--- src/rtl/scr1_arch_types_pkg.sv ---
// Shared memory-interface types plus the pipeline memory arbiter FSM states and limits.
package scr1_arch_types;

    typedef enum logic [1:0] {
        SCR1_MEM_CMD_RD    = 2'b00,
        SCR1_MEM_CMD_WR    = 2'b01,
        SCR1_MEM_CMD_ERROR = 2'b11
    } type_scr1_mem_cmd_e;

    typedef enum logic [1:0] {
        SCR1_MEM_WIDTH_BYTE  = 2'b00,
        SCR1_MEM_WIDTH_HWORD = 2'b01,
        SCR1_MEM_WIDTH_WORD  = 2'b10,
        SCR1_MEM_WIDTH_ERROR = 2'b11
    } type_scr1_mem_width_e;

    typedef enum logic [1:0] {
        SCR1_MEM_RESP_NOTRDY = 2'b00,
        SCR1_MEM_RESP_RDY_OK = 2'b01,
        SCR1_MEM_RESP_RDY_ER = 2'b10,
        SCR1_MEM_RESP_ERROR  = 2'b11
    } type_scr1_mem_resp_e;

    typedef enum logic {
        ARB_IDLE = 1'b0,
        ARB_LOCK = 1'b1
    } type_scr1_mem_arb_fsm_e;

    localparam int SCR1_MEM_ARB_NCH_MAX   = 8;
    localparam int SCR1_MEM_ARB_OUTST_MAX = 4;

endpackage

--- src/rtl/scr1_pipe_mem_arb_fifo.sv ---
// Owner FIFO: remembers which channel owns each outstanding request, oldest at the head.
module scr1_pipe_mem_arb_fifo #(
    parameter int DEPTH = 2,
    parameter int WIDTH = 1
) (
    input  logic             clk,
    input  logic             rst_n,
    input  logic             push,
    input  logic [WIDTH-1:0] push_data,
    input  logic             pop,
    output logic [WIDTH-1:0] head,
    output logic             empty,
    output logic             full
);

    localparam int PW = (DEPTH > 1) ? $clog2(DEPTH) : 1;
    localparam int CW = $clog2(DEPTH + 1);

    logic [WIDTH-1:0] mem [DEPTH];
    logic [PW-1:0]    wr_ptr;
    logic [PW-1:0]    rd_ptr;
    logic [CW-1:0]    count;
    logic             do_push;
    logic             do_pop;

    function automatic logic [PW-1:0] ptr_inc(input logic [PW-1:0] p);
        return (p == PW'(DEPTH - 1)) ? '0 : p + PW'(1);
    endfunction

    // Guards keep the count from wrapping even if a caller misbehaves.
    assign do_push = push & ~full;
    assign do_pop  = pop & ~empty;
    assign empty   = (count == '0);
    assign full    = (count == CW'(DEPTH));
    assign head    = mem[rd_ptr];

    always_ff @(posedge clk) begin
        if (!rst_n) begin
            wr_ptr <= '0;
            rd_ptr <= '0;
            count  <= '0;
            for (int i = 0; i < DEPTH; i++) mem[i] <= '0;
        end else begin
            if (do_push) begin
                mem[wr_ptr] <= push_data;
                wr_ptr      <= ptr_inc(wr_ptr);
            end
            if (do_pop) rd_ptr <= ptr_inc(rd_ptr);
            case ({do_push, do_pop})
                2'b10:   count <= count + CW'(1);
                2'b01:   count <= count - CW'(1);
                default: count <= count;
            endcase
        end
    end

endmodule

--- src/rtl/scr1_pipe_mem_arb.sv ---
// N-channel pipeline memory arbiter with in-order response routing.
// Define SCR1_MEM_ARB_RR_EN for round-robin arbitration; fixed priority (ch0 highest) otherwise.
`ifndef SCR1_DMEM_AWIDTH
`define SCR1_DMEM_AWIDTH 32
`endif
`ifndef SCR1_DMEM_DWIDTH
`define SCR1_DMEM_DWIDTH 32
`endif

module scr1_pipe_mem_arb
    import scr1_arch_types::*;
#(
    parameter int NCH   = 2,
    parameter int OUTST = 2
) (
    input  logic                          clk,
    input  logic                          rst_n,
    input  logic [NCH-1:0]                ch2arb_req_i,
    input  type_scr1_mem_cmd_e            ch2arb_cmd_i   [NCH],
    input  type_scr1_mem_width_e          ch2arb_width_i [NCH],
    input  logic [`SCR1_DMEM_AWIDTH-1:0]  ch2arb_addr_i  [NCH],
    input  logic [`SCR1_DMEM_DWIDTH-1:0]  ch2arb_wdata_i [NCH],
    output logic [NCH-1:0]                arb2ch_req_ack_o,
    output logic [`SCR1_DMEM_DWIDTH-1:0]  arb2ch_rdata_o [NCH],
    output type_scr1_mem_resp_e           arb2ch_resp_o  [NCH],
    output logic                          arb2mem_req_o,
    output type_scr1_mem_cmd_e            arb2mem_cmd_o,
    output type_scr1_mem_width_e          arb2mem_width_o,
    output logic [`SCR1_DMEM_AWIDTH-1:0]  arb2mem_addr_o,
    output logic [`SCR1_DMEM_DWIDTH-1:0]  arb2mem_wdata_o,
    input  logic                          mem2arb_req_ack_i,
    input  logic [`SCR1_DMEM_DWIDTH-1:0]  mem2arb_rdata_i,
    input  type_scr1_mem_resp_e           mem2arb_resp_i,
    output type_scr1_mem_arb_fsm_e        dbg_arb_state_o
);

    // Handshake: a request is accepted on a cycle with req && req_ack both high; the requestor
    // holds req and its fields stable until then. A response cycle is any resp != NOTRDY.

    localparam int IW = (NCH > 1) ? $clog2(NCH) : 1;

    type_scr1_mem_arb_fsm_e arb_state;
    logic [IW-1:0]          lock_idx;
    logic [IW-1:0]          sel_idx;
    logic                   sel_vld;
    logic [IW-1:0]          gnt_idx;
    logic                   gnt_vld;
    logic                   accept;
    logic                   resp_vld;
    logic [IW-1:0]          fifo_head;
    logic                   fifo_empty;
    logic                   fifo_full;

`ifdef SCR1_MEM_ARB_RR_EN
    logic [IW-1:0] rr_ptr;

    // Scan downwards so the channel closest to rr_ptr is written last and wins.
    always_comb begin
        sel_idx = '0;
        sel_vld = 1'b0;
        for (int k = NCH - 1; k >= 0; k--) begin
            logic [IW-1:0] c;
            c = IW'((int'(rr_ptr) + k) % NCH);
            if (ch2arb_req_i[c]) begin
                sel_idx = c;
                sel_vld = 1'b1;
            end
        end
    end

    always_ff @(posedge clk) begin
        if (!rst_n)      rr_ptr <= '0;
        else if (accept) rr_ptr <= (gnt_idx == IW'(NCH - 1)) ? '0 : gnt_idx + IW'(1);
    end
`else
    always_comb begin
        sel_idx = '0;
        sel_vld = 1'b0;
        for (int k = NCH - 1; k >= 0; k--) begin
            if (ch2arb_req_i[IW'(k)]) begin
                sel_idx = IW'(k);
                sel_vld = 1'b1;
            end
        end
    end
`endif

    assign gnt_idx  = (arb_state == ARB_LOCK) ? lock_idx : sel_idx;
    assign gnt_vld  = rst_n & ((arb_state == ARB_LOCK) | (sel_vld & ~fifo_full));
    assign accept   = gnt_vld & mem2arb_req_ack_i;
    assign resp_vld = rst_n & ~fifo_empty & (mem2arb_resp_i != SCR1_MEM_RESP_NOTRDY);
    assign dbg_arb_state_o = arb_state;

    // A stalled winner is pinned in ARB_LOCK so no later request can overtake it downstream.
    always_ff @(posedge clk) begin
        if (!rst_n) begin
            arb_state <= ARB_IDLE;
            lock_idx  <= '0;
        end else begin
            case (arb_state)
                ARB_IDLE: begin
                    if (gnt_vld && !mem2arb_req_ack_i) begin
                        arb_state <= ARB_LOCK;
                        lock_idx  <= sel_idx;
                    end
                end
                ARB_LOCK: begin
                    if (mem2arb_req_ack_i) arb_state <= ARB_IDLE;
                end
                default: arb_state <= ARB_IDLE;
            endcase
        end
    end

    always_comb begin
        arb2mem_req_o    = gnt_vld;
        arb2mem_cmd_o    = SCR1_MEM_CMD_RD;
        arb2mem_width_o  = SCR1_MEM_WIDTH_BYTE;
        arb2mem_addr_o   = '0;
        arb2mem_wdata_o  = '0;
        arb2ch_req_ack_o = '0;
        if (gnt_vld) begin
            arb2mem_cmd_o             = ch2arb_cmd_i[gnt_idx];
            arb2mem_width_o           = ch2arb_width_i[gnt_idx];
            arb2mem_addr_o            = ch2arb_addr_i[gnt_idx];
            arb2mem_wdata_o           = ch2arb_wdata_i[gnt_idx];
            arb2ch_req_ack_o[gnt_idx] = mem2arb_req_ack_i;
        end
    end

    always_comb begin
        for (int k = 0; k < NCH; k++) begin
            arb2ch_rdata_o[k] = '0;
            arb2ch_resp_o[k]  = SCR1_MEM_RESP_NOTRDY;
        end
        if (resp_vld) begin
            arb2ch_rdata_o[fifo_head] = mem2arb_rdata_i;
            arb2ch_resp_o[fifo_head]  = mem2arb_resp_i;
        end
    end

    scr1_pipe_mem_arb_fifo #(
        .DEPTH (OUTST),
        .WIDTH (IW)
    ) i_owner_fifo (
        .clk       (clk),
        .rst_n     (rst_n),
        .push      (accept),
        .push_data (gnt_idx),
        .pop       (resp_vld),
        .head      (fifo_head),
        .empty     (fifo_empty),
        .full      (fifo_full)
    );

endmodule
--- config.mk ---
export PLATFORM = sky130hd
export DESIGN_NAME = scr1_pipe_mem_arb
export DESIGN_NICKNAME = d
export VERILOG_FILES = /design/src/rtl/scr1_arch_types_pkg.sv /design/src/rtl/scr1_pipe_mem_arb_fifo.sv /design/src/rtl/scr1_pipe_mem_arb.sv
export SDC_FILE = /design/constraint.sdc
export NUM_CORES = 1
export LEC_CHECK = 0
export BUFFER_PORTS_ARGS = -buffer_cell sky130_fd_sc_hd__buf_2
export CAP_MARGIN = 20
export CELL_PAD_IN_SITES_DETAIL_PLACEMENT = 0
export CELL_PAD_IN_SITES_GLOBAL_PLACEMENT = 1
export CORE_MARGIN = 10
export CORE_UTILIZATION = 13
export DETAILED_ROUTE_END_ITERATION = 16
export PLACE_DENSITY_LB_ADDON = 0.1
export REMOVE_ABC_BUFFERS = 1
export SLEW_MARGIN = 10
export SYNTH_ARGS = -nofsm -noshare
export SYNTH_HDL_FRONTEND = slang
export SYNTH_SLANG_ARGS = --single-unit
--- constraint.sdc ---
create_clock -name clk -period 2.51 [get_ports clk]
set_input_delay 0.1255 -clock clk [delete_from_list [all_inputs] [get_ports clk]]
set_output_delay 0.1255 -clock clk [all_outputs]
set_load 0.05 [all_outputs]
==> reports/metrics.cfg <==
[status]
status = finished, final reports clean

[grt]
first_global_vias = 2127
grt.overflow.total = 0
grt_usage_pct = 9.97
grt_pass1_wl_um = 11900
antenna_found_initial = 0
grt_max_degree = 72

[cts]
cts_resized = 0
cts_root_buf = clkbuf_8
htreeDepth = 1
cts_hold_buf = 0
clock_latency_ps = 230
cts_tree = built
clk_pin_slew_ps = 40
clockBufferDepth = 2
postCtsSetupBuffers = 0
cts_buffers = 3
cts.sinks = 8

[logic_synthesis]
syn_inst = 189
syn_area_mm2 = 0.00136
ys_types = 28
ys_ff_latch = 8
yosysWarnings = 0
ys_seq_area_share_pct = 11.8
synth_area_per_cell_um2 = 7.17

[cells_and_area]
seqCellArea_um2 = 160
fillers = 1186
drive_gt1_share_pct = 60.4
multi_input_area_mm2 = 0.00106
antenna-diode-count = 0
layout_common_cells = 243 x buf_2, 137 x and2_1, 8 x dfxtp_1
nets = 597
post-route-util_pct = 26.0
stdcell_count = 555
final_common_cell = buf_2
area_growth_pct = 96.3

[floorplan]
design.core.area_mm2 = 0.0102
rows = 37
die_h_um = 122
dieArea_mm2 = 0.0149
io_pins = 315
initial_core_util_pct = 13.2
die_w_um = 122

[drt]
routedWlPerCell_um = 15.4
vias = 2016
drc = 0
drt_iter0_drc = 47
first_pass_iters = 4
ant_nets = 0
via_per_inst = 3.63
routed_wl_um = 8520

[setup_path]
endpoint_kind = output port
path_max_fanout = 34
cp.arrival_ps = 1910
worstSetupPathType = flip-flop to output port
required_ps = 2380
worstSetupStartpointType = flip-flop

[sta]
hold_viol = 0
fmax_ghz = 0.492
setup_viol = 0
setup_slack_ps = 477
rsz0062_at_grt = false
period_share_pct = 81.0
tns_ps = 0
slew_headroom_pct = 59.8
report.final.slew_viol_count = 0
min_period_ps = 2030
fin_worst_skew_ps = 6.12
worstMarginPinSlew_ps = 601

[place]
pre_cts_slack_ps = 661
dpl.hpwl_um = 7530
routabilityCongestion = 0.742
dp.cells = 552
io_buffer_count = 243

[run]
cap_violations = 0

[pwr]
power.density_mw_per_mm2 = 470
report.power.total_mw = 1.25
p_leak_nw = 1.69
vdd_drop_max_mv = 0.146

[hold_path]
hold_path_class = input port to flip-flop

-- routing by layer --
layer  track usage [%]  wire, µm  vias to the layer above
li1                  -         -                     1027
met1              8.25      2590                      835
met2              18.8      4310                      146
met3              7.03      1510                        8
met4              2.21       111                        0
met5                 0         0                        -
-- final timing paths --
kind	end	slack [ps]	depth (start not counted)	start
hold / removal	dbg_arb_state_o	110	2	mem2arb_req_ack_i
hold reg to reg	i_owner_fifo.mem[1]	460	1	i_owner_fifo.mem[1]
setup / recovery	arb2ch_rdata_o[0]	480	4	i_owner_fifo.count[0]
setup reg to reg	i_owner_fifo.count[1]	780	5	i_owner_fifo.count[0]
-- cells in the mapped netlist --
cell / count / area (µm²)
nor2_1: 3 / 11.3
buf_4: 2 / 15.0
buf_2: 1 / 5.00
nor2b_1: 1 / 6.26
nand4_1: 1 / 6.26
xor2_1: 2 / 17.5
o21ai_0: 1 / 5.00
nand3_1: 1 / 5.00
dfxtp_1: 8 / 160
nand2b_4: 1 / 13.8
or3_1: 1 / 6.26
clkbuf_2: 7 / 35.0
o22ai_1: 1 / 6.26
a21oi_1: 2 / 10.0
ha_1: 1 / 12.5
inv_1: 3 / 11.3
nor2_4: 1 / 11.3
o21a_4: 1 / 15.0
o221ai_2: 1 / 15.0
o211a_1: 1 / 10.0
nor2b_4: 1 / 13.8
xnor2_1: 1 / 8.76
conb_1: 1 / 3.75
mux2_2: 1 / 11.3
and2_1: 137 / 857
and3_1: 1 / 6.26
a31o_2: 1 / 8.76
buf_6: 6 / 67.6
-- cell families (layout without fill, tap and decap cells) --
logic type,after synthesis,count (layout),synth area share [%]
xor+xnor,3,3,1.94
mux,1,1,0.831
fa+ha+maj,1,1,0.923
other cells,1,1,0.277
simple gates,148,148,69.2
flops,8,8,11.8
buf+inv,19,249,9.88
compound gates,8,8,5.17
-- worst max-delay path, stage by stage (launching register included) --
cell and delay, ps:
dfxtp_1 440, o221ai_2 220, nor2b_4 530, and2_1 220, buf_2 260
-- per-stage QoR --
step                hold WS [ps]  cell area, µm²
floorplan                    197            1230
finish                       113            2660
CTS                          117            2660
global route                 131            2660
detailed placement           358            2620
global placement             346            2620
-- where the power goes --
group          switching [mW]  internal (mW)
Combinational           0.678          0.250
Sequential             0.0183          0.149
Clock                  0.0504          0.104
-- area by class of cell --
type / instances / share of cell area, %
multi-input cells: 162 / 39.9
repair buffers: 243 / 45.7
clock buffers: 3 / 1.55
flip-flops and latches: 8 / 6.02
well taps: 136 / 6.40
inverters: 3 / 0.423
Note: power is estimated with default switching activity, not from simulation.
